<file path="src/rtl/hazard_detection_unit.sv">
// Pipeline stall/flush controller: load-use, ID-branch operand and mul/div EX occupancy hazards.
// Optional performance counters are built when HAZARD_PERF_CNT_EN is defined.
module hazard_detection_unit #(
    parameter int unsigned MULDIV_LAT = 4,
    parameter int unsigned CNT_W      = 16
) (
    input  logic             clk,
    input  logic             reset,
    input  logic [4:0]       IfIdRs,
    input  logic [4:0]       IfIdRt,
    input  logic             IfIdUsesRt,
    input  logic             IdIsBranch,
    input  logic             BranchTaken,
    input  logic             IdExMemRead,
    input  logic             IdExRegWrite,
    input  logic [4:0]       IdExDst,
    input  logic             IdExMulDiv,
    input  logic             ExMemMemRead,
    input  logic [4:0]       ExMemDst,
    output logic             PcWrite,
    output logic             IfIdWrite,
    output logic             IdExWrite,
    output logic             IdExBubble,
    output logic             ExMemBubble,
    output logic             IfIdFlush,
    output logic             Busy,
    output logic [CNT_W-1:0] StallCount,
    output logic [CNT_W-1:0] FlushCount
);

    localparam int unsigned CW = (MULDIV_LAT > 2) ? $clog2(MULDIV_LAT) : 1;
    localparam logic [CW-1:0] CNT_LOAD = CW'(MULDIV_LAT - 2);

    generate
        if (MULDIV_LAT < 2) begin : g_bad_lat
            $error("hazard_detection_unit: MULDIV_LAT must be 2 or more");
        end
    endgenerate

    typedef enum logic [0:0] {
        ST_RUN    = 1'b0,
        ST_MULDIV = 1'b1
    } state_e;

    state_e          state_q, state_d;
    logic [CW-1:0]   cnt_q, cnt_d;

    // Register r is a live source of the instruction in ID (r0 never creates a dependency).
    function automatic logic src_match(input logic [4:0] r, input logic [4:0] rs,
                                       input logic [4:0] rt, input logic uses_rt);
        return (r != 5'd0) && ((r == rs) || (uses_rt && (r == rt)));
    endfunction

    logic load_use_c, br_ex_c, br_mem_c, haz_c;

    always_comb begin
        load_use_c = IdExMemRead && src_match(IdExDst, IfIdRs, IfIdRt, IfIdUsesRt);
        br_ex_c    = IdIsBranch && IdExRegWrite && src_match(IdExDst, IfIdRs, IfIdRt, IfIdUsesRt);
        br_mem_c   = IdIsBranch && ExMemMemRead && src_match(ExMemDst, IfIdRs, IfIdRt, IfIdUsesRt);
        haz_c      = load_use_c || br_ex_c || br_mem_c;
    end

    // State and occupancy counter.
    always_ff @(posedge clk) begin
        if (reset) begin
            state_q <= ST_RUN;
            cnt_q   <= '0;
        end else begin
            state_q <= state_d;
            cnt_q   <= cnt_d;
        end
    end

    // Next state and pipeline control outputs.
    always_comb begin
        state_d     = state_q;
        cnt_d       = cnt_q;
        PcWrite     = 1'b1;
        IfIdWrite   = 1'b1;
        IdExWrite   = 1'b1;
        IdExBubble  = 1'b0;
        ExMemBubble = 1'b0;
        IfIdFlush   = 1'b0;
        Busy        = 1'b0;

        unique case (state_q)
            ST_RUN: begin
                if (IdExMulDiv) begin
                    PcWrite     = 1'b0;
                    IfIdWrite   = 1'b0;
                    IdExWrite   = 1'b0;
                    ExMemBubble = 1'b1;
                    cnt_d       = CNT_LOAD;
                    state_d     = ST_MULDIV;
                end else if (haz_c) begin
                    PcWrite    = 1'b0;
                    IfIdWrite  = 1'b0;
                    IdExBubble = 1'b1;
                end else if (BranchTaken) begin
                    IfIdFlush = 1'b1;
                end
            end
            ST_MULDIV: begin
                Busy = 1'b1;
                if (cnt_q != '0) begin
                    PcWrite     = 1'b0;
                    IfIdWrite   = 1'b0;
                    IdExWrite   = 1'b0;
                    ExMemBubble = 1'b1;
                    cnt_d       = cnt_q - CW'(1);
                end else begin
                    // Release cycle: the mul/div leaves EX, so only ID hazards apply.
                    state_d = ST_RUN;
                    if (haz_c) begin
                        PcWrite    = 1'b0;
                        IfIdWrite  = 1'b0;
                        IdExBubble = 1'b1;
                    end else if (BranchTaken) begin
                        IfIdFlush = 1'b1;
                    end
                end
            end
            default: begin
                state_d = ST_RUN;
            end
        endcase

        // During reset every stage loads a clean bubble.
        if (reset) begin
            PcWrite     = 1'b1;
            IfIdWrite   = 1'b1;
            IdExWrite   = 1'b1;
            IdExBubble  = 1'b1;
            ExMemBubble = 1'b1;
            IfIdFlush   = 1'b1;
            Busy        = 1'b0;
        end
    end

`ifdef HAZARD_PERF_CNT_EN
    logic [CNT_W-1:0] stall_cnt_q, stall_cnt_d;
    logic [CNT_W-1:0] flush_cnt_q, flush_cnt_d;

    // Saturating counters of stalled cycles and IF/ID flushes.
    always_comb begin
        stall_cnt_d = stall_cnt_q;
        flush_cnt_d = flush_cnt_q;
        if (!reset && !PcWrite && (stall_cnt_q != '1)) begin
            stall_cnt_d = stall_cnt_q + CNT_W'(1);
        end
        if (!reset && IfIdFlush && (flush_cnt_q != '1)) begin
            flush_cnt_d = flush_cnt_q + CNT_W'(1);
        end
    end

    always_ff @(posedge clk) begin
        if (reset) begin
            stall_cnt_q <= '0;
            flush_cnt_q <= '0;
        end else begin
            stall_cnt_q <= stall_cnt_d;
            flush_cnt_q <= flush_cnt_d;
        end
    end

    assign StallCount = stall_cnt_q;
    assign FlushCount = flush_cnt_q;
`else
    assign StallCount = '0;
    assign FlushCount = '0;
`endif

endmodule

</file>
<file path="config.mk">
export PLATFORM = sky130hd
export DESIGN_NAME = hazard_detection_unit
export DESIGN_NICKNAME = d
export VERILOG_FILES = /design/src/rtl/hazard_detection_unit.sv
export SDC_FILE = /design/constraint.sdc
export NUM_CORES = 1
export LEC_CHECK = 0
export CAP_MARGIN = 20
export CORE_AREA = 2 2 51 53
export CTS_BUF_LIST = sky130_fd_sc_hd__clkbuf_4 sky130_fd_sc_hd__clkbuf_8
export DETAILED_ROUTE_END_ITERATION = 16
export DIE_AREA = 0 0 53 55
export GPL_ROUTABILITY_DRIVEN = 0
export PLACE_DENSITY = 0.85
export SLEW_MARGIN = 10
export SYNTH_ARGS = -nofsm -noshare
export SYNTH_HDL_FRONTEND = slang
export SYNTH_SLANG_ARGS = --single-unit
</file>
<file path="constraint.sdc">
create_clock -name clk -period 1.9 [get_ports clk]
set_input_delay 0.285 -clock clk [delete_from_list [all_inputs] [get_ports clk]]
set_output_delay 0.285 -clock clk [all_outputs]
set_load 0.01 [all_outputs]
</file>
# Yosys cells after proc, flatten, opt, wreduce, memory -nomap -nowiden
# Cells that the tools add are included.
# word_totals
out_inout_bits	39
in_bits	29
regBits	3
wordCells	56
# classes
reduce_logical	17
addsub	1
mux	29
n_eq_ne	6
bitwise	1
# op_table
op	n
$mux 1	21
$eq 5x5->1	4
$pmux 1 s2	5
$reduce_bool 5->1	2
$logic_and 1x1->1	9
$logic_or 1x1->1	4
$mux 2	2
$pmux 2 s2	1
$ne 2x1->1 const B	1
$ne 2x2->1 const B	1
$reduce_and 2->1	1
$reduce_bool 2->1	1
$sub 2x1->2 const B	1
$not 1->1	1

# Longest topological paths before layout
# Gate-level depths: netlist (run 1).
# depth
depth_word	11
mapped_depth	7
depth_no_buf	7

# Worst setup path after synthesis (run 1)
# No wires, ideal clock.
# synth_timing
path_type	input -> output
startpoint	input port IdExDst[2]
endpoint	output port PcWrite
setup_slack_ns	0.097
arrival_time_ns	1.518
required_ns	1.615
path_stages	6
path_buffers	1
path_cell_list	xor2_1 nor4_1 a32oi_1 o32a_1 a21o_1 buf_4
# synth_between
elab_chain_cells	11
elab_cells_between_ends	15
cone_classes	eq/ne: 2; mux: 5; reduce/logical: 8
# synth_rtl
item	line	rtl
from (decl)	16	input logic [4:0] IdExDst,
$eq 5x5->1	51	return (r != 5'd0) && ((r == rs) || (uses_rt && (r == rt)));
$logic_and 1x1->1	51	
$logic_or 1x1->1	51	
$logic_and 1x1->1 (*)	51	
$logic_and 1x1->1 (on tied branches)	57, 58	
$logic_or 1x1->1 (*) (2 in a row)	60	haz_c = load_use_c || br_ex_c || br_mem_c;
$mux 1 (*)	n/a	
$mux 1 (on tied branches)	n/a	
$pmux 1 s2 (*)	n/a	
$mux 1 (*)	n/a	
to (decl)	20	output logic PcWrite,
# Every way passes the cells marked *; elsewhere a longest branch is shown, timed or not.

# Worst setup path in the final report (run 1)
# layout_timing
startpoint	input port ExMemDst[4]
endpoint	output port IfIdWrite
# layout_between
elab_chain_cells	10
elab_cells_between_ends	13
cone_classes	eq/ne: 2; mux: 5; reduce/logical: 6
# layout_rtl
item	line	rtl
from (decl)	19	input logic [4:0] ExMemDst,
$eq 5x5->1	51	
$logic_and 1x1->1	51	
$logic_or 1x1->1	51	
$logic_and 1x1->1 (*)	51	
$logic_and 1x1->1 (*)	59	br_mem_c = IdIsBranch && ExMemMemRead && src_match(ExMemDst, IfIdRs, IfIdRt, IfIdUsesRt);
$logic_or 1x1->1 (*)	60	
$mux 1 (*)	95, 114	
$mux 1 (on tied branches)	105, 88	
$pmux 1 s2 (*)	86	unique case (state_q)
$mux 1 (*)	129	if (reset) begin
to (decl)	21	output logic IfIdWrite,
# Marks and branches as above.

==> results of run 1 <==
path summary, 6_finish.rpt:
kind,start,endpoint,slack [ns]
setup / recovery,ExMemDst[4],IfIdWrite,-0.07
hold / removal,cnt_q[1]$_SDFFE_PP0P_,cnt_q[1]$_SDFFE_PP0P_,0.50
setup reg to reg,cnt_q[0]$_SDFFE_PP0P_,cnt_q[1]$_SDFFE_PP0P_,0.61
hold reg to reg,cnt_q[1]$_SDFFE_PP0P_,cnt_q[1]$_SDFFE_PP0P_,0.50
cells by family after synthesis:
| kind of cell | count (synthesis) | share of synthesized area, % |
|---|---|---|
| other | 1 | 0.547 |
| adder cells (fa/ha/maj) | 1 | 1.82 |
| buffers and inverters | 38 | 38.9 |
| AO/OA/AOI/OAI | 11 | 11.5 |
| flip-flops | 3 | 8.76 |
| XOR/XNOR | 20 | 25.5 |
| AND/OR/NAND/NOR | 15 | 11.5 |
| multiplexers | 1 | 1.46 |
registers in the layout, summed over array words and instances, names as in the netlist:
register  flops
cnt_q         2
state_q       1
layer usage:
layer,vias to the layer above,GRT usage [%],wire [µm]
met5,-,0,0
met4,0,2.99,0
met3,0,2.42,217
met2,46,24.4,905
met1,329,12.4,681
li1,346,-,-
placed cells by master (no fill, tap or decap):
cell type        synthesis  layout
a21o_1                   1       1
a21oi_1                  4       4
a31o_1                   1       1
a32oi_1                  2       2
and3_1                   1       1
buf_2                    0      11
buf_4                   33      18
buf_6                    0       4
clkbuf_2                 0       2
clkbuf_4                 0       4
clkdlybuf4s15_2          0       1
clkdlybuf4s50_1          0       9
conb_1                   1      32
dfxtp_1                  3       3
dlygate4sd2_1            0      10
ha_1                     1       1
inv_1                    5       5
mux2i_2                  0       1
nand2b_1                 1       1
nor2_1                   6       6
nor2b_1                  1       1
nor3_1                   2       2
nor4_2                   0       2
o211ai_1                 1       1
o21bai_1                 1       1
o32a_1                   1       1
or4_1                    2       2
xnor2_1                  2       2
xor2_1                  18      17
xor2_2                   0       1
layout make-up:
| class | count | area (µm²) |
|---|---|---|
| well taps | 30 | 37.5 |
| inverters | 5 | 18.8 |
| clock buffers | 4 | 30.0 |
| flip-flops and latches | 3 | 60.1 |
| repair buffers | 55 | 434 |
| fillers | 252 | 1280 |
| multi-input cells | 80 | 499 |
tightest hold or removal path, stage by stage (launching register included):
cell and delay, ns:
dfxtp_1 0.32, a21oi_1 0.06, nor2_1 0.08
timing repair:
| action | CTS | global route |
|---|---|---|
| hold buffers | 0 | 0 |
| buffers inserted | 1 | 0 |
| endpoints found under the hold margin | 0 | 0 |
| pin swaps | 16 | 9 |
| resized for setup | 76 | 4 |
| endpoints found under the setup margin | 6 | 5 |
metrics by stage:
stage | worst slack (ns) | instances | util [%]
2_1_floorplan | 0.0966 | 121 | -
3_3_place_gp | -0.866 | 172 | 45.9
3_5_place_dp | -0.898 | 172 | 45.9
4_1_cts | -0.0947 | 177 | 46.0
5_1_grt | -0.116 | 177 | 45.7
6_report | -0.0711 | 177 | 45.7
power groups by stage:
stage               combinational, mW  sequential, mW  clock, mW
finish                          0.225          0.0718      0.124
global route                    0.250          0.0724      0.133
CTS                             0.226          0.0719      0.129
detailed placement              0.236          0.0727          0
global placement                0.232          0.0723          0
floorplan                       0.147          0.0717          0
==> impl_metrics.csv, run 1 <==
group,metric,value,unit
worst_setup_path,path_max_fanout,3,
cells_and_area,syn_to_final_growth,57.5,%
worst_setup_path,r2r.worst_path.cells,9,
clock_network,h-tree-depth,1,
clock_network,cts_tree,"built",
synth,synth.distinct_cells,22,
detailed_routing,drtAntennaViolNets,0,
timing,fmax,0.507,GHz
synth,synth_seq_cells,3,
global_route,grt_max_degree,8,
cells_and_area,diodes,0,
timing,fin_crit_sh,104,%
synth,synthesis.area,686,µm²
worst_setup_path,cpMaxStageDelayCell,"or4_1",
timing,maxSlewViolCount,0,
detailed_routing,drt-pass1-iter-count,4,
synth,ys_warn_count,0,
detailed_routing,routedWlPerCell,10.2,µm
placed_design,place_hpwl,1530,µm
cells_and_area,fin_area,0.00108,mm²
power,switching_share,34.6,%
hold_path,hp-class,"flip-flop to flip-flop",
synth,yosys-top-cells-area,"buf_4 (36%), xor2_1 (23%), dfxtp_1 (8.8%), nor2_1 (3.3%), a21oi_1 (2.9%)",
power,power_frac_seq,17.1,%
synth,synth_edf_count,0,
floorplan,pin_count,68,
timing,timing.hold.ws,0.499,ns
hold_path,hold_depth,2,
worst_setup_path,path_cells,"clkdlybuf4s15_2, or4_1, o211ai_1, o32a_1, a21o_1, buf_2",
clock_network,insertion_delay,0.23,ns
worst_setup_path,crit_family,"compound AO/OA/AOI/OAI gates",
floorplan,chipWidth,53,µm
placed_design,portBuffers,35,
clock_network,cts_num_sinks,3,
cells_and_area,drive_gt1_share,29.9,%
timing,final.min_clock_period,1.97,ns
detailed_routing,post_drt_via_cell_ratio,4.07,
floorplan,coreArea,0.00236,mm²
worst_setup_path,worstSetupPathDepth,6,
timing,fin_worst_skew,0.000356,ns
floorplan,fp.dieH,55,µm
detailed_routing,vias,721,
power,p_leak,0.553,nW
worst_setup_path,critPathArrivalTime,1.69,ns
timing,setup_violations,4,
synth,postSynthCellCount,90,
cells_and_area,finalNetCount,178,
power,p_comb_share,53.5,%
synth,syn_avg_cell_area,7.62,µm²
power,power.switching,0.146,mW
synth,synth_top_cell_by_area,"buf_4",
power,internal_power,0.275,mW
status,outcome,"finished, violations left",
synth,ys_seq_area_share,8.76,%
power,p_clk_share,29.5,%
clock_network,path_clk_slew,0.04,ns
status,violations,"setup timing",
synth,synthFlopType,"dfxtp_1",
floorplan,rows,18,
timing,setup_tns,-0.220,ns
clock_network,cts_root_buffer,"clkbuf_4",
flow_run,cap_violations,0,
synth,yosysMostFrequentCell,"buf_4",
worst_setup_path,cp_num_buf_inv,2,
placed_design,placed_cell_area,0.00108,mm²
worst_setup_path,worstSetupPathType,"input pin to output port",
global_route,grt_pass1_wl,2570,µm
global_route,overflow,0,
detailed_routing,drtIter0Drc,7,
power,power,0.421,mW
floorplan,start_util,29.0,%
synth,synthTopCellsByCount,"buf_4 (33), xor2_1 (18), nor2_1 (6)",
worst_setup_path,crit_path_end_kind,"output port",
worst_setup_path,cp.required,1.62,ns
synth,async_flop_share,0,%
synth,synth_top_area_share,36.1,%
global_route,antenna_found_initial,0,
global_route,track_usage,12.0,%
timing,rsz0062_at_grt,"yes",
clock_network,clock_path_buffers,2,
global_route,grt_pass1_vias,658,
timing,layout_setup_ws,-0.0711,ns
worst_setup_path,critical_path.max_stage_delay,0.48,ns
power,power_density,390,mW/mm²
detailed_routing,remaining_drc_errors,0,
worst_setup_path,worstSetupStartpointType,"input pin",
floorplan,dieArea,0.00292,mm²
clock_network,numCtsBuffers,3,
timing,hold_viol,0,
power,vdd_ir_drop_max,0.394,mV
detailed_routing,routed_wirelength,1800,µm
No activity file was read; power rests on OpenSTA's default activity.
==> run 2, diff against run 1 <==
--- a/config.mk
+++ b/config.mk
@@ -6,12 +6,12 @@
 export NUM_CORES = 1
 export LEC_CHECK = 0
 export CAP_MARGIN = 20
-export CORE_AREA = 2 2 51 53
+export CORE_AREA = 2 2 54 56
 export CTS_BUF_LIST = sky130_fd_sc_hd__clkbuf_4 sky130_fd_sc_hd__clkbuf_8
 export DETAILED_ROUTE_END_ITERATION = 16
-export DIE_AREA = 0 0 53 55
+export DIE_AREA = 0 0 56 58
 export GPL_ROUTABILITY_DRIVEN = 0
-export PLACE_DENSITY = 0.85
+export PLACE_DENSITY = 0.8
 export SLEW_MARGIN = 10
 export SYNTH_ARGS = -nofsm -noshare
 export SYNTH_HDL_FRONTEND = slang
==> constraint.sdc (replaced) <==
create_clock -name clk -period 1.8 [get_ports clk]
set_input_delay 0.27 -clock clk [delete_from_list [all_inputs] [get_ports clk]]
set_output_delay 0.27 -clock clk [all_outputs]
set_load 0.01 [all_outputs]
==> run 2 against run 1 <==
Effect of this change:
- the run still ends with setup timing left
- largest cell class unchanged
- largest power group unchanged
- total power grew 8.9%
- non-clock buffer count grew 2
- critical path type unchanged
- critical endpoint is now IfIdFlush
- first-iteration DRC count grew 29%
- via count shrank 3.2%
==> impl_metrics.csv, run 2 (same netlist as run 1, synthesis figures left out) <==
group,metric,value,unit
status,outcome,"finished, violations left",
status,violations,"setup timing",
floorplan,pin_count,68,
worst_setup_path,worstSetupPathType,"input pin to output port",
floorplan,coreArea,0.00266,mm²
cells_and_area,largest_register_ffs,2,
floorplan,dieArea,0.00325,mm²
clock_network,insertion_delay,0.23,ns
placed_design,dp_slack,-1.05,ns
timing,maxSlewViolCount,0,
global_route,grt_pass1_wl,2790,µm
cells_and_area,final_common_cell,"conb_1",
timing,final.min_clock_period,1.93,ns
detailed_routing,routedWlPerCell,10.4,µm
clock_network,cts_num_sinks,3,
flow_run,cap_violations,0,
timing,rsz0062_at_grt,"yes",
worst_setup_path,cp.required,1.53,ns
power,p_clk_share,28.7,%
power,power.switching,0.160,mW
detailed_routing,vias,698,
global_route,track_usage,11.0,%
cells_and_area,top_register,"cnt_q",
clock_network,postCtsHoldBufs,0,
detailed_routing,routed_wirelength,1880,µm
cells_and_area,syn_to_final_growth,66.4,%
cells_and_area,multi_input_area,526,µm²
detailed_routing,drt-pass1-iter-count,3,
timing,fin_worst_skew,0.000771,ns
detailed_routing,remaining_drc_errors,0,
power,power_density,402,mW/mm²
detailed_routing,drtAntennaViolNets,0,
clock_network,h-tree-depth,1,
cells_and_area,diodes,0,
placed_design,portBuffers,35,
detailed_routing,post_drt_via_cell_ratio,3.88,
global_route,antenna_found_initial,0,
clock_network,clock_path_buffers,2,
worst_setup_path,critPathLaunch,"IfIdRt[1]",
timing,setup_tns,-0.494,ns
placed_design,place_hpwl,1480,µm
power,p_leak,0.590,nW
placed_design,dp.cells,174,
clock_network,cts_root_buffer,"clkbuf_4",
timing,layout_setup_ws,-0.128,ns
hold_path,hp-class,"input pin to flip-flop",
worst_setup_path,critPathArrivalTime,1.66,ns
power,internal_power,0.299,mW
global_route,grt_pass1_vias,679,
worst_setup_path,crit_path_end_kind,"output port",
clock_network,cts_tree,"built",
floorplan,rows,19,
cells_and_area,seq_area,60.1,µm²
timing,fmax,0.519,GHz
detailed_routing,drtIter0Drc,9,
global_route,grt_max_degree,8,
cells_and_area,utilization,42.9,%
cells_and_area,reg_top3,"cnt_q x2, state_q x1",
floorplan,start_util,25.8,%
floorplan,chipWidth,56,µm
cells_and_area,finalNetCount,180,
worst_setup_path,path_max_fanout,3,
global_route,overflow,0,
clock_network,path_clk_slew,0.04,ns
cells_and_area,final_cells,180,
cells_and_area,fin_area,0.00114,mm²
timing,fin_crit_sh,107,%
power,switching_share,34.8,%
cells_and_area,drive_gt1_share,32.2,%
power,vdd_ir_drop_max,0.327,mV
cells_and_area,final_cell_mix,"conb_1 (32), buf_4 (20), xor2_1 (15)",
worst_setup_path,timing.rr.start,"cnt_q[0]$_SDFFE_PP0P_",
power,p_comb_share,54.8,%
power,power_frac_seq,16.5,%
cells_and_area,n_fill_cell,292,
worst_setup_path,worstSetupStartpointType,"input pin",
placed_design,placed_cell_area,0.00109,mm²
hold_path,min_from,"reset",
timing,setup_violations,4,
timing,hold_viol,0,
clock_network,numCtsBuffers,3,
floorplan,fp.dieH,58,µm
## run 2: final timing paths
path	endpoint	slack (ns)	depth (start not counted)
worst max register to register	cnt_q[1]$_SDFFE_PP0P_	0.53	9
worst min-delay path	state_q$_SDFF_PP0_	0.39	2
worst min register to register	cnt_q[0]$_SDFFE_PP0P_	0.48	2
worst max-delay path	IfIdFlush	-0.13	7
## run 2: routing by layer
layer | up-vias | wire (µm) | track usage [%]
li1 | 346 | - | -
met1 | 311 | 685 | 11.3
met2 | 41 | 971 | 20.8
met3 | 0 | 221 | 2.90
met4 | 0 | 0 | 5.10
met5 | - | 0 | 0
## run 2: through the flow
stage | total power, mW | hold slack, ns
after floorplan | 0.230 | 0.342
after global placement | 0.325 | 0.466
after detailed placement | 0.328 | 0.473
after CTS | 0.462 | 0.481
after global routing | 0.492 | 0.442
final | 0.458 | 0.386
## run 2: layout make-up
type | instances | area share, %
Clock buffer | 4 | 2.63
Inverter | 5 | 1.64
Multi-Input combinational cell | 80 | 46.1
Sequential cell | 3 | 5.26
Tap cell | 31 | 3.40
Timing Repair Buffer | 57 | 41.0
## run 2: critical path, cell delays in order
cell and delay, ns:
buf_6 0.10, xor2_2 0.16, nor4_2 0.33, a32oi_1 0.15, o32a_1 0.34, a31o_1 0.18
buf_2 0.14
## run 2: timing repair
action / 4_1_cts / 5_1_grt
setup endpoints to repair: 6 / 7
hold endpoints to repair: 0 / 0
pin swaps: 16 / 7
buffers inserted: 1 / 1
gates resized for setup: 74 / 8
## run 2: power by group through the flow
| stage | clock [mW] | sequential (mW) | combinational [mW] |
|---|---|---|---|
| finish | 0.132 | 0.0755 | 0.251 |
| CTS | 0.141 | 0.0754 | 0.246 |
| detailed placement | 0 | 0.0764 | 0.251 |
| global placement | 0 | 0.0763 | 0.249 |
| global route | 0.142 | 0.0759 | 0.274 |
| floorplan | 0 | 0.0757 | 0.155 |
==> run 3, diff against run 2 <==
--- a/config.mk
+++ b/config.mk
@@ -10,7 +10,6 @@
 export CTS_BUF_LIST = sky130_fd_sc_hd__clkbuf_4 sky130_fd_sc_hd__clkbuf_8
 export DETAILED_ROUTE_END_ITERATION = 16
 export DIE_AREA = 0 0 56 58
-export GPL_ROUTABILITY_DRIVEN = 0
 export PLACE_DENSITY = 0.8
 export SLEW_MARGIN = 10
 export SYNTH_ARGS = -nofsm -noshare
==> run 3 against run 2 <==
Effect of this change:
- the run still ends with setup timing left
- sequential power hardly changed
- first-iteration DRC count is 44% higher
- clock skew is 0.00076 ns lower
- utilization is 0.80 points lower
- setup slack worse by 0.0095 ns
- die area stayed put
- clock-buffer cell count stayed put
- final cell count is 0.56% lower
- register-to-register slack worse by 0.11 ns
- critical path depth stayed put
- design area is 1.9% lower
- wire length is 0.21% lower
- critical path type unchanged
- critical endpoint is now IfIdWrite
==> impl_metrics.csv, run 3 (same netlist as run 1, synthesis figures left out) <==
group,metric,value,unit
global_route,track_usage,11.0,%
power,switching_share,33.9,%
floorplan,dieArea,0.00325,mm²
cells_and_area,finalNetCount,179,
timing,final.min_clock_period,1.94,ns
floorplan,fp.dieH,58,µm
status,outcome,"finished, violations left",
power,vdd_ir_drop_max,0.376,mV
cells_and_area,largest_register_ffs,2,
timing,fin_worst_skew,0.0000107,ns
placed_design,portBuffers,35,
clock_network,cts_num_sinks,3,
power,p_leak,0.576,nW
clock_network,clock_path_buffers,2,
floorplan,pin_count,68,
floorplan,chipWidth,56,µm
timing,layout_setup_ws,-0.137,ns
worst_setup_path,worstSetupPathType,"input pin to output port",
floorplan,coreArea,0.00266,mm²
worst_setup_path,r2r.worst_path.cells,10,
power,power.switching,0.154,mW
global_route,grt_pass1_wl,2810,µm
cells_and_area,syn_to_final_growth,63.3,%
timing,maxSlewViolCount,0,
placed_design,place_hpwl,1480,µm
worst_setup_path,cpMaxStageDelayCell,"dlygate4sd2_1",
timing,timing.hold.ws,0.411,ns
detailed_routing,drtIter0Drc,13,
global_route,grt_pass1_vias,660,
cells_and_area,n_fill_cell,292,
hold_path,min_from,"reset",
clock_network,cts_tree,"built",
global_route,antenna_found_initial,0,
clock_network,cts_root_buffer,"clkbuf_4",
placed_design,place_congestion,0.887,
placed_design,dp.cells,172,
cells_and_area,top_register,"cnt_q",
cells_and_area,drive_gt1_share,27.7,%
power,p_clk_share,28.7,%
detailed_routing,drtAntennaViolNets,0,
hold_path,holdPathEnd,"state_q$_SDFF_PP0_",
cells_and_area,fin_area,0.00112,mm²
timing,fin_crit_sh,108,%
detailed_routing,post_drt_via_cell_ratio,3.95,
clock_network,numCtsBuffers,3,
worst_setup_path,reg2reg_slack,0.42,ns
detailed_routing,remaining_drc_errors,0,
worst_setup_path,path_cells,"dlygate4sd2_1, xor2_1, nor4_1, a32oi_1, o32a_1, a21o_1, buf_2",
timing,hold_viol,0,
cells_and_area,final_common_cell,"conb_1",
cells_and_area,reg_top3,"cnt_q x2, state_q x1",
detailed_routing,routedWlPerCell,10.5,µm
worst_setup_path,crit_family,"compound AO/OA/AOI/OAI gates",
worst_setup_path,cp_num_buf_inv,2,
timing,setup_violations,4,
clock_network,path_clk_slew,0.03,ns
worst_setup_path,timing.rr.start,"cnt_q[0]$_SDFFE_PP0P_",
timing,rsz0062_at_grt,"yes",
worst_setup_path,cp.required,1.53,ns
hold_path,hold_depth,2,
cells_and_area,final_cells,179,
global_route,grt_max_degree,8,
power,p_comb_share,54.6,%
power,power_frac_seq,16.7,%
clock_network,h-tree-depth,1,
detailed_routing,routed_wirelength,1870,µm
worst_setup_path,path_max_fanout,3,
hold_path,hp-class,"input pin to flip-flop",
worst_setup_path,crit_path_end_kind,"output port",
detailed_routing,drt-pass1-iter-count,4,
flow_run,cap_violations,0,
cells_and_area,diodes,0,
power,internal_power,0.299,mW
worst_setup_path,worstSetupStartpointType,"input pin",
floorplan,rows,19,
worst_setup_path,critPathArrivalTime,1.67,ns
power,power_density,405,mW/mm²
placed_design,placed_cell_area,0.00108,mm²
detailed_routing,vias,707,
global_route,overflow,0,
timing,fmax,0.516,GHz
clock_network,insertion_delay,0.23,ns
worst_setup_path,r2r-end,"cnt_q[1]$_SDFFE_PP0P_",
cells_and_area,final_cell_mix,"conb_1 (32), buf_4 (20), xor2_1 (17)",
floorplan,start_util,25.8,%
timing,setup_tns,-0.510,ns
worst_setup_path,critical_path.max_stage_delay,0.28,ns
status,violations,"setup timing",
==> run 3: cell types whose count changed in the layout (fill, tap and decap cells not counted), moves of 2 or more <==
cell           delta
dlygate4sd2_1     +2
buf_2             -2
xor2_1            +2
xor2_2            -2
clkbuf_2          -2
==> run 3: through the flow <==
stage | total power, mW | setup WS, ns | util [%]
6_report | 0.453 | -0.137 | 42.1
2_1_floorplan | 0.230 | 0.0266 | -
3_3_place_gp | 0.321 | -0.960 | 40.5
5_1_grt | 0.489 | -0.249 | 42.1
4_1_cts | 0.448 | -0.179 | 40.9
3_5_place_dp | 0.324 | -0.971 | 40.5
==> run 3: worst max-delay path by stage <==
stage | startpoint | depth (start not counted) | end
after floorplan | IdExDst[2] | 6 | PcWrite
final | ExMemDst[4] | 7 | IfIdWrite
after global routing | IfIdRt[2] | 7 | IfIdWrite
after detailed placement | IdExDst[2] | 7 | IdExBubble
after CTS | IfIdRt[1] | 7 | IfIdWrite
after global placement | IdExDst[2] | 7 | IdExBubble
==> run 3: power by group through the flow <==
stage,Sequential [mW],Combinational (mW),Clock (mW)
CTS,0.0757,0.235,0.137
floorplan,0.0757,0.155,0
detailed placement,0.0767,0.248,0
finish,0.0756,0.247,0.130
global placement,0.0764,0.245,0
global route,0.0762,0.271,0.142
==> run 3: layout make-up <==
cell class	instances	area [µm²]	area share, %
Clock buffer	4	30.0	2.68
Inverter	5	18.8	1.68
Multi-Input combinational cell	80	493	44.0
Sequential cell	3	60.1	5.36
Tap cell	31	38.8	3.46
Timing Repair Buffer	56	479	42.8
==> run 3: metal layers <==
metal  part of all wire, %  wire length, µm  track usage [%]
met2                    48              897             19.8
met4                   1.1               21             5.78
met5                     0                0                0
met1                    39              731             11.9
met3                    12              223             2.90
==> run 3: timing repair <==
item                       CTS  global route
setup buffers                1             2
hold buffers                 0             0
pin swaps                   16             7
resized for setup           70            11
setup endpoints to repair    6             7
gates cloned                 0             0
==> RTL edit 1 (config.mk and constraints of run 1) <==
`MULDIV_LAT`: 4 -> 8.
--- a/src/rtl/hazard_detection_unit.sv
+++ b/src/rtl/hazard_detection_unit.sv
@@ -3,3 +3,3 @@
 module hazard_detection_unit #(
-    parameter int unsigned MULDIV_LAT = 4,
+    parameter int unsigned MULDIV_LAT = 8,
     parameter int unsigned CNT_W      = 16
Function: changed (Yosys sat finds a counterexample within 4 cycles, from zero or initial values and one cycle with reset high).
==> RTL edit 1 against run 1 <==
The run still ends with setup timing left. Critical path depth is 1 higher. Sequential cell count increased by 1. Synthesized cell count is 12% higher. Total power rose by 10%. Die area stayed put. Highest routed layer unchanged. Area after synthesis increased by 12%. Wire length grew 5.9%. Worst setup slack improved by 0.0088 ns. Largest cell class unchanged. Cell count grew 2.8%. Design area grew 8.3%.
==> RTL edit 1: results (changes against run 1) <==
[synth]
muxShareOfSynthArea_pct = 0  ; was 1.46%
seq_area_frac_synth_pct = 10.4  ; was 8.76%
synth.area.top_cells = buf_4, xor2_1, dfxtp_1  ; unchanged
post_synth_fa_ha_maj_area_fraction_pct = 3.26  ; was 1.82%
ys_top_cells_by_count = buf_4, xor2_1, nor2_1  ; unchanged
synth-compound-area-share_pct = 13.5  ; was 11.5%
synth_cell_types = 25  ; was 22

[global_routing]
grt_usage_pct = 12.9  ; was 12.0%
grt_pass1_vias = 685  ; was 658
grt_max_degree = 9  ; was 8
grt_first_pass_wirelength_mm = 2.76  ; was 2.57 mm

[sta]
fin_ws_ns = -0.0623  ; was -0.0711 ns
fin_skew_ns = 0.000987  ; was 0.000356 ns
final-setup-viol-count = 4  ; unchanged

[run_status]
outcome = finished with violations  ; unchanged
failed_checks = setup timing  ; unchanged

[power]
leakage_nw = 0.574  ; was 0.553 nW
max-vdd-ir-drop_mv = 0.460  ; was 0.394 mV

[final_layout]
reg_top3 = cnt_q (3), state_q (1)  ; was cnt_q (2), state_q (1)
n_antenna_cell = 0  ; unchanged
drive_gt1_share_pct = 29.6  ; was 29.9%

[placed_design]
dp_hpwl_mm = 1.61  ; was 1.53 mm

[drt]
viasPerCell = 3.90  ; was 4.07
dr.first_iter.drc_count = 6  ; was 7

[clocking]
clk_latency_ns = 0.23  ; about the same

[worst_setup_path]
arrival_ns = 1.68

==> RTL edit 1: power by group <==
part           internal [mW]  switching [mW]  leakage [nW]
sequential            0.0939         0.00750        0.0332
combinational          0.134           0.131         0.527
clock                 0.0703          0.0289        0.0138
total                  0.298           0.167         0.574
==> RTL edit 1: kinds of logic (layout without fill, tap and decap cells) <==
kind of cell,count (synthesis),after routing
other,1,32
buffers and inverters,39,59
AO/OA/AOI/OAI,15,15
flip-flops,4,4
AND/OR/NAND/NOR,20,20
adder cells (fa/ha/maj),2,2
XOR/XNOR,20,20
==> RTL edit 1: worst paths after layout <==
kind,from,to,slack (ns),cells past startpoint
worst max-delay path,IdExDst[3],IdExBubble,-0.06,7
worst min-delay path,cnt_q[1],cnt_q[1],0.50,2
worst max register to register,cnt_q[0],cnt_q[1],0.72,7
worst min register to register,cnt_q[1],cnt_q[1],0.50,2
==> RTL edit 1: layout make-up <==
type                            instances  area, µm²
Clock buffer                            3       22.5
Fill cell                             251       1190
Inverter                                5       18.8
Multi-Input combinational cell         89        569
Sequential cell                         4       80.1
Tap cell                               30       37.5
Timing Repair Buffer                   51        442
==> RTL edit 1: through the flow <==
| stage | cell area (µm²) | setup WS [ns] | hold WS [ns] | instances | TNS [ns] |
|---|---|---|---|---|---|
| 2_1_floorplan | 883 | 0.0780 | 0.434 | 132 | 0 |
| 3_3_place_gp | 1120 | -0.804 | 0.470 | 177 | -3.07 |
| 3_5_place_dp | 1120 | -0.810 | 0.511 | 177 | -3.17 |
| 4_1_cts | 1140 | -0.0942 | 0.514 | 182 | -0.257 |
| 5_1_grt | 1170 | -0.133 | 0.562 | 182 | -0.547 |
| 6_report | 1170 | -0.0623 | 0.502 | 182 | -0.181 |
==> RTL edit 1: layer usage <==
metal	wire, µm	GRT usage [%]
met1	700	12.4
met2	1060	29.4
met3	153	0.806
met4	0	2.56
met5	0	0
==> RTL edit 1: repair_timing <==
action                     4_1_cts  5_1_grt
buffers inserted                 2        0
setup endpoints to repair        7        5
pin swaps                       18        9
resized for setup               89        9
==> RTL edit 1: critical path, stage by stage <==
cell and delay [ns]:
clkdlybuf4s15_2 0.21, or4_4 0.53, nor2_4 0.12, o32ai_2 0.10
buf_4 0.16, a21o_1 0.14, buf_2 0.13
==> RTL edit 2 (flow settings as in run 1) <==
Made on the original files. Add an input register stage for `IdExMulDiv`, without a reset; this delays it by one clock. The other inputs are not delayed to match.
--- a/src/rtl/hazard_detection_unit.sv
+++ b/src/rtl/hazard_detection_unit.sv
@@ -32,2 +32,8 @@
     localparam logic [CW-1:0] CNT_LOAD = CW'(MULDIV_LAT - 2);
+
+    logic IdExMulDiv_q;
+
+    always_ff @(posedge clk) begin
+        IdExMulDiv_q <= IdExMulDiv;
+    end
 
@@ -87,3 +93,3 @@
             ST_RUN: begin
-                if (IdExMulDiv) begin
+                if (IdExMulDiv_q) begin
                     PcWrite     = 1'b0;
Behaviour: not the same (a bounded check fails within 4 cycles, from zero or initial values and one cycle with reset high).
==> RTL edit 2 against run 1 <==
Sequential cell count grew 1. Clock power shrank 18%. Count of clock-buffer cells in the layout shrank 1. Register-to-register slack gained 0.10 ns. The run still ends with setup timing left. Total power shrank 0.78%. Critical path depth grew 1. Area after synthesis grew 2.9%. Worst setup slack lost 0.044 ns. Design area grew 0.69%. Wire length grew 2.0%. Global-route usage grew 1.1 points. First-iteration DRC count shrank 71%. Die area is the same.
==> RTL edit 2: results (changes against run 1) <==
[final_layout]
fill_cells = 229  ; was 252
nNetsFinal = 176  ; was 178
reg_top3 = cnt_q (2), IdExMulDiv_q (1), state_q (1)  ; was cnt_q (2), state_q (1)
final_area_mm2 = 0.00109  ; was 0.00108 mm²
drive_gt1_share_pct = 26.4  ; was 29.9%

[worst_setup_path]
startpoint = IfIdRt[1]  ; was ExMemDst[4]
arrival_ns = 1.73  ; was 1.69 ns

[sta]
fin_ws_ns = -0.115  ; was -0.0711 ns
max_freq_ghz = 0.496  ; was 0.507 GHz
fin_skew_ns = 0.000192  ; was 0.000356 ns
final-setup-viol-count = 4  ; unchanged
period_needed_ns = 2.01  ; was 1.97 ns

[run_status]
outcome = finished with violations  ; unchanged
failed_checks = setup timing  ; unchanged

[global_routing]
grt_first_pass_wirelength_mm = 2.75  ; was 2.57 mm
met2_usage_pct = 26.7  ; was 24.4%
use_met3_pct = 3.23  ; was 2.42%
grt_usage_pct = 13.1  ; was 12.0%
gr-usage-met1_pct = 12.0  ; was 12.4%

[min_path]
min_path_type = input port to flop  ; was flop to flop

[placed_design]
dp_slack_ns = -0.923  ; was -0.898 ns
dp_cells = 170  ; was 172
dp_hpwl_mm = 1.55  ; was 1.53 mm

[power]
leakage_nw = 0.555  ; was 0.553 nW
max-vdd-ir-drop_mv = 0.340  ; was 0.394 mV
p_sw_share_pct = 35.2  ; was 34.6%

[drt]
dr.first_iter.drc_count = 2  ; was 7
vias = 691  ; was 721

[synth]
synth.area.top_cells = buf_4, xor2_1, dfxtp_1  ; unchanged
synthCells = 91  ; was 90

RTL edit 2: changes by cell type in the layout (fill, tap and decap cells not counted), sizes merged:
cell,change
clkdlybuf4s50,-1
dfxtp,+1
dlygate4sd2,+1
clkdlybuf4s15,+2
clkbuf,-3
buf,-4
dlymetal6s2s,+1
RTL edit 2: stage by stage:
step	hold slack (ns)	setup TNS (ns)
after floorplan	0.313	0
after global placement	0.464	-3.38
after detailed placement	0.474	-3.58
after CTS	0.483	-0.409
after global routing	0.450	-0.672
final	0.403	-0.390
RTL edit 2: worst paths after layout:
| kind | slack (ns) | cells after the start | to |
|---|---|---|---|
| max | -0.11 | 7 | IfIdWrite |
| min | 0.40 | 2 | cnt_q[1] |
| max reg2reg | 0.71 | 8 | cnt_q[1] |
| min reg2reg | 0.48 | 2 | cnt_q[1] |
RTL edit 2: power by group through the flow:
stage / registers, mW / clock network, mW / logic (mW)
finish: 0.0943 / 0.102 / 0.222
floorplan: 0.0948 / 0 / 0.148
CTS: 0.0943 / 0.109 / 0.221
global placement: 0.0953 / 0 / 0.228
detailed placement: 0.0956 / 0 / 0.233
global route: 0.0952 / 0.113 / 0.244
RTL edit 2: layer usage:
metal  share of wire (%)  up-vias  wire length [µm]
li1                    -      343                 -
met3                  12        2               226
met1                  36      308               669
met2                  51       38               935
met5                   0        -                 0
met4                0.43        0                 8
RTL edit 2: worst max-delay path, cell delays in order:
cell and delay, ns:
buf_8 0.10, xor2_2 0.17, nor4_2 0.31, a32oi_1 0.15, o32a_1 0.38, a21o_1 0.20, buf_2 0.13
RTL edit 2: cells by family (layout without fill, tap and decap cells):
| family | Yosys count | in the layout | share of synthesized area (%) |
|---|---|---|---|
| DFF | 4 | 4 | 11.3 |
| AOI/OAI and AO/OA | 11 | 11 | 11.2 |
| adders and majority gates | 1 | 1 | 1.77 |
| other | 1 | 32 | 0.531 |
| buffers and inverters | 38 | 60 | 37.8 |
| xor gates and xnor gates | 20 | 20 | 24.8 |
| and+or+nand+nor | 15 | 15 | 11.2 |
| muxes | 1 | 1 | 1.42 |
RTL edit 2: what timing repair did:
| item | 4_1_cts | 5_1_grt |
|---|---|---|
| endpoints found under the hold margin | 0 | 0 |
| pin swaps | 14 | 0 |
| buffers inserted | 1 | 0 |
| gates resized for setup | 76 | 1 |
| endpoints found under the setup margin | 6 | 5 |
RTL edit 2: area by class of cell:
cell class / count / area share [%]
tap: 30 / 3.45
clock buffer: 3 / 2.07
multi-input combinational: 80 / 46.4
sequential: 4 / 7.36
timing repair buffer: 52 / 39.0
inverter: 5 / 1.73
